<file path="src/rtl/hazard_control.sv">
// hazard_control
//   Hazard and stall controller for the 5-stage 32-bit pipeline. Decides
//   each cycle what the F/D, D/X and X/M latches do: load-use stalls,
//   taken-branch squashes, and the multi-cycle mul/div stall (start pulse,
//   wait for ready, forced termination on timeout). Every instruction that
//   reaches execute has operands resolvable by bypassing alone.
//
// Ports
//   clock, reset          rising-edge clock, asynchronous active-low reset
//   decodeIR, executeIR   instructions in F/D and D/X
//   branch_taken          execute-stage branch/jump resolved taken
//   md_ready              multdiv result valid this cycle
//   freeze_fd, flush_fd   hold PC+F/D / load nop into F/D
//   bubble_dx, hold_dx    load nop into D/X / hold D/X
//   bubble_xm             load nop into X/M
//   ctrl_mult, ctrl_div   one-cycle multdiv start pulses
//   md_result_sel         X/M captures multdiv result
//   md_timeout            one-cycle pulse on forced termination
//   stall_cycles          saturating count of cycles with freeze_fd high
module hazard_control #(
    parameter int MD_TIMEOUT  = 40,
    parameter int STALL_CNT_W = 16
) (
    input  logic                   clock,
    input  logic                   reset,
    input  logic [31:0]            decodeIR,
    input  logic [31:0]            executeIR,
    input  logic                   branch_taken,
    input  logic                   md_ready,
    output logic                   freeze_fd,
    output logic                   flush_fd,
    output logic                   bubble_dx,
    output logic                   hold_dx,
    output logic                   bubble_xm,
    output logic                   ctrl_mult,
    output logic                   ctrl_div,
    output logic                   md_result_sel,
    output logic                   md_timeout,
    output logic [STALL_CNT_W-1:0] stall_cycles
);

    localparam logic [4:0] OP_RTYPE = 5'b00000;
    localparam logic [4:0] OP_BNE   = 5'b00010;
    localparam logic [4:0] OP_JR    = 5'b00100;
    localparam logic [4:0] OP_ADDI  = 5'b00101;
    localparam logic [4:0] OP_BLT   = 5'b00110;
    localparam logic [4:0] OP_SW    = 5'b00111;
    localparam logic [4:0] OP_LW    = 5'b01000;
    localparam logic [4:0] ALU_MUL  = 5'b00110;
    localparam logic [4:0] ALU_DIV  = 5'b00111;

    localparam logic [0:0] S_IDLE = 1'b0;
    localparam logic [0:0] S_BUSY = 1'b1;

    localparam logic [5:0]             MD_LAST = 6'(MD_TIMEOUT - 1);
    localparam logic [STALL_CNT_W-1:0] CNT_ONE = {{(STALL_CNT_W-1){1'b0}}, 1'b1};

    logic [0:0]             state_q, state_d;
    logic [5:0]             md_cnt_q, md_cnt_d;
    logic [STALL_CNT_W-1:0] stall_cnt_q;

    logic [4:0] d_op, d_rd, d_rs, d_rt;
    logic [4:0] x_op, x_rd, x_alu;

    assign d_op  = decodeIR[31:27];
    assign d_rd  = decodeIR[26:22];
    assign d_rs  = decodeIR[21:17];
    assign d_rt  = decodeIR[16:12];
    assign x_op  = executeIR[31:27];
    assign x_rd  = executeIR[26:22];
    assign x_alu = executeIR[6:2];

    logic unused_ir_bits;
    assign unused_ir_bits = ^{decodeIR[11:0], executeIR[21:7], executeIR[1:0]};

    // Register sources actually read in decode. sw data (rd) is deliberately
    // left out: the lw result reaches it through the W->M bypass.
    logic       use_a, use_b;
    logic [4:0] src_a, src_b;

    always_comb begin
        use_a = 1'b0;
        use_b = 1'b0;
        src_a = d_rs;
        src_b = d_rt;
        case (d_op)
            OP_RTYPE: begin
                use_a = 1'b1;
                use_b = 1'b1;
            end
            OP_ADDI, OP_LW, OP_SW: use_a = 1'b1;
            OP_BNE, OP_BLT: begin
                use_a = 1'b1;
                use_b = 1'b1;
                src_b = d_rd;
            end
            OP_JR: begin
                use_a = 1'b1;
                src_a = d_rd;
            end
            default: ;
        endcase
    end

    logic x_is_lw, x_is_mul, x_is_div, load_use;

    assign x_is_lw  = (x_op == OP_LW) && (x_rd != 5'd0);
    assign x_is_mul = (x_op == OP_RTYPE) && (x_alu == ALU_MUL);
    assign x_is_div = (x_op == OP_RTYPE) && (x_alu == ALU_DIV);
    assign load_use = x_is_lw && ((use_a && (src_a == x_rd)) ||
                                  (use_b && (src_b == x_rd)));

    // Priority: mul/div FSM, then taken branch, then load-use. While the FSM
    // starts or is busy, D/X holds a mul/div, so branch/load-use can't apply.
    always_comb begin
        freeze_fd     = 1'b0;
        flush_fd      = 1'b0;
        bubble_dx     = 1'b0;
        hold_dx       = 1'b0;
        bubble_xm     = 1'b0;
        ctrl_mult     = 1'b0;
        ctrl_div      = 1'b0;
        md_result_sel = 1'b0;
        md_timeout    = 1'b0;
        state_d       = state_q;
        md_cnt_d      = md_cnt_q;

        if (state_q == S_IDLE && (x_is_mul || x_is_div)) begin
            // start cycle: md_ready is not looked at here
            ctrl_mult = x_is_mul;
            ctrl_div  = x_is_div;
            freeze_fd = 1'b1;
            hold_dx   = 1'b1;
            bubble_xm = 1'b1;
            md_cnt_d  = 6'd0;
            state_d   = S_BUSY;
        end else if (state_q == S_BUSY) begin
            if (md_ready) begin
                md_result_sel = 1'b1;
                state_d       = S_IDLE;
            end else if (md_cnt_q == MD_LAST) begin
                // force-terminate: release the pipe with whatever X/M gets
                md_timeout    = 1'b1;
                md_result_sel = 1'b1;
                state_d       = S_IDLE;
            end else begin
                freeze_fd = 1'b1;
                hold_dx   = 1'b1;
                bubble_xm = 1'b1;
                md_cnt_d  = md_cnt_q + 6'd1;
            end
        end else if (branch_taken) begin
            flush_fd  = 1'b1;
            bubble_dx = 1'b1;
        end else if (load_use) begin
            freeze_fd = 1'b1;
            bubble_dx = 1'b1;
        end

        // outputs are quiet for the whole time reset is held
        if (!reset) begin
            freeze_fd     = 1'b0;
            flush_fd      = 1'b0;
            bubble_dx     = 1'b0;
            hold_dx       = 1'b0;
            bubble_xm     = 1'b0;
            ctrl_mult     = 1'b0;
            ctrl_div      = 1'b0;
            md_result_sel = 1'b0;
            md_timeout    = 1'b0;
        end
    end

    always_ff @(posedge clock or negedge reset) begin
        if (!reset) begin
            state_q     <= S_IDLE;
            md_cnt_q    <= 6'd0;
            stall_cnt_q <= '0;
        end else begin
            state_q  <= state_d;
            md_cnt_q <= md_cnt_d;
            if (freeze_fd && (stall_cnt_q != {STALL_CNT_W{1'b1}}))
                stall_cnt_q <= stall_cnt_q + CNT_ONE;
        end
    end

    assign stall_cycles = stall_cnt_q;

endmodule

</file>
<file path="config.mk">
export PLATFORM = sky130hd
export DESIGN_NAME = hazard_control
export DESIGN_NICKNAME = d
export VERILOG_FILES = /design/src/rtl/hazard_control.sv
export SDC_FILE = /design/constraint.sdc
export NUM_CORES = 1
export LEC_CHECK = 0
export ABC_CLOCK_PERIOD_IN_PS = 3190
export BUFFER_PORTS_ARGS = -buffer_cell sky130_fd_sc_hd__buf_2
export CORE_MARGIN = 5
export CORE_UTILIZATION = 48
export DETAILED_ROUTE_END_ITERATION = 6
export PLACE_DENSITY = 0.85
export SYNTH_ARGS = -nofsm -noshare
export SYNTH_HDL_FRONTEND = slang
export SYNTH_SLANG_ARGS = --single-unit
</file>
<file path="constraint.sdc">
create_clock -name clock -period 3.19 [get_ports clock]
set_input_delay 0.1595 -clock clock [delete_from_list [all_inputs] [get_ports clock]]
set_output_delay 0.1595 -clock clock [all_outputs]
set_load 0.01 [all_outputs]
</file>
==> metrics <==
initial antenna violation count=0; CP peak stage delay=0.42 ns; Reg power frac=0.569; routability cong.=0.907; share of cells above drive strength 1=0.345; Fill cells=301; sequential share of the synthesized area=0.340; ys async rst share=1.00; Slew Limit Fails=0; Initial DRC Count=91; Initial Util=0.503; nets=320; WP data arrival=2.24 ns; TritonCTS Buffers=3; synth unique cells=51; Main synth FF type=dfrtp_1; Logic pwr share=0.181; maxcap violations=0; switching power total=0.136 mW; setup bufs post-CTS=0; DRC errors left=0; Post-synth EDFFs=0; CP max FO=7; worst setup margin=0.792 ns; final cell count without fillers=295; clk_skew=0.00235 ns; gr ovfl total=0; final wirelength=3.96 mm; worst IR drop on VDD=0.249 mV; fmax=0.417 GHz; Yosys top cell by area=dfrtp_1; Int Pwr=0.388 mW; setup TNS=0 ns; TritonRoute pass-1 iters=4; count leader, synth=dfrtp_1; Power, Total=0.524 mW; CTS Buffer Depth=2; Worst Hold Class=in -> async; sw frac=0.259; RR Startpoint=stall_cycles[0]; Seq cells post-synth=23; final instance area=2090 µm²; CTS HTree Levels=1; Die Wd=69.4 µm; syn nets=252; DR WL/cell=13.4 µm; worst r2r dst=stall_cycles[1]; R2R Setup Slk=0.81 ns; Buffers & Inverters on Critical Path=3; Critical Path Start Type=flop; post-route ant nets=0; Die Ht=69.4 µm; R2R depth=8; Worst EP required=3.03 ns; full die area=4810 µm²; PortBufs=63; clk slew on worst S/H paths=0.12 ns; area post-placement=2060 µm²; Synth Area per Inst=9.30 µm²; share of Yosys cell area claimed by the top area cell type=0.340; Global Route Usage Sum=0.164; RSZ-0062 raised after global routing=false; Multi-input gate area=1060 µm²; vias=1,604; ant diodes=0; Clk Latency, worst-skew pair=0.30 ns; setup violators final=0; Slew @ Worst Pin=0.459 ns; vias in the first global route=1,537; CTS tree=built; core box area=3360 µm²; slowest library cell on the worst path=dfrtp_1; PostCTS Resize Cnt=0; cells along the critical path=ha_1 -> nor2b_1 -> a31oi_1 -> and2_1 -> o21ai_0 -> inv_1 -> a21oi_2 -> inv_1 -> buf_2; Final Util=0.623; clock sink count=23; root buf cell=clkbuf_4; Final Cycle Share=0.752; largest cells by area after synthesis=dfrtp_1 34%, xnor2_1 6.2%, xor2_1 4.1%; Setup crit end kind=primary output; min cycle time layout=2.40 ns; Rel. slew slack=0.690; dpl cells=290; Synth Instances=182; CP dominant cell by count=inv_1; FP Rows=21; vias per cell=5.44; hpwl dp=3.20 mm; P&R area growth vs syn=23.7%; pin count of the biggest net entering global routing=28; Yosys Warn Count=0; Leak=1.07 nW; Synth top cells by count=23 x dfrtp_1, 16 x nor2_1, 15 x nand2_1, 12 x xnor2_1, 10 x nand2b_1; critical path type=reg -> out; status=finished, final reports clean; Setup WS pre-CTS=0.658 ns; pwr dens=250 nW/µm²; final hold slack=0.366 ns; Top delay family on crit path=compound AO/OA/AOI/OAI gates; clock power share=0.250; Hold Fails Final Rpt=0; Reg area=576 µm²; cts hold-fix bufs=1; first-pass GRT wire length=6.71 mm; I/O Pins=93; Synth Cell Area=1690 µm²
layer usage:
layer  vias to the layer above  share of wire  track usage
met5                         -              0            0
met4                         0          0.015       0.0607
met3                         6          0.077       0.0420
met2                        62           0.48        0.272
met1                       746           0.43        0.203
li1                        790              -            -
sequential cells by signal (all words and copies together), names as in the netlist:
signal	cells
state_q	1
stall_cycles	16
md_cnt_q	6
power by group through the flow:
| stage | logic [mW] | registers (mW) | clock network, mW |
|---|---|---|---|
| 4_1_cts | 0.0949 | 0.298 | 0.133 |
| 3_5_place_dp | 0.0934 | 0.304 | 0 |
| 5_1_grt | 0.106 | 0.299 | 0.151 |
| 3_3_place_gp | 0.0915 | 0.303 | 0 |
| 2_1_floorplan | 0.0420 | 0.304 | 0 |
| 6_report | 0.0947 | 0.298 | 0.131 |
tightest hold or removal path: cells and delay by family:
family / cells / cell delay [ns]
buffers and inverters: 3 / 0.91
worst max-delay path by stage:
| stage | start | end | slack [ns] | depth (start not counted) |
|---|---|---|---|---|
| final | md_cnt_q[1] | freeze_fd | 0.79 | 9 |
| after global routing | md_cnt_q[1] | freeze_fd | 0.52 | 9 |
| after CTS | md_cnt_q[0] | freeze_fd | 0.77 | 9 |
| after detailed placement | decodeIR[27] | stall_cycles[14] | 0.66 | 10 |
| after global placement | decodeIR[27] | stall_cycles[14] | 0.73 | 10 |
| after floorplan | md_cnt_q[0] | stall_cycles[14] | 0.97 | 10 |
cell type report:
type | count | share of cell area
inverter | 8 | 0.0143
timing repair buffer | 67 | 0.166
sequential | 23 | 0.275
clock buffer | 4 | 0.0125
tap | 46 | 0.0275
multi-input combinational | 147 | 0.505
cells by family after synthesis:
logic type                 count (synthesis)  synth area share
and+or+nand+nor                           95             0.346
muxes                                      9            0.0599
xor gates and xnor gates                  20             0.103
DFF                                       23             0.340
adders and majority gates                  2            0.0148
buffers and inverters                     12            0.0355
AOI/OAI and AO/OA                         21             0.101
cell usage in the layout (no fill, tap or decap), types with 3 or more instances in the layout:
master	netlist	final
clkbuf_4	0	3
nand2b_1	10	10
buf_4	1	3
inv_1	8	8
mux2i_1	3	3
nand2_1	15	15
dfrtp_1	23	23
nand3_1	7	7
xor2_1	8	8
and3_1	5	5
nand4_1	9	9
nand4_2	3	3
xnor2_1	12	12
mux2_1	3	3
nor2_1	16	16
buf_2	0	63
nor3_1	7	7
nor2b_1	5	5
No activity file was read; power rests on OpenSTA's default activity.
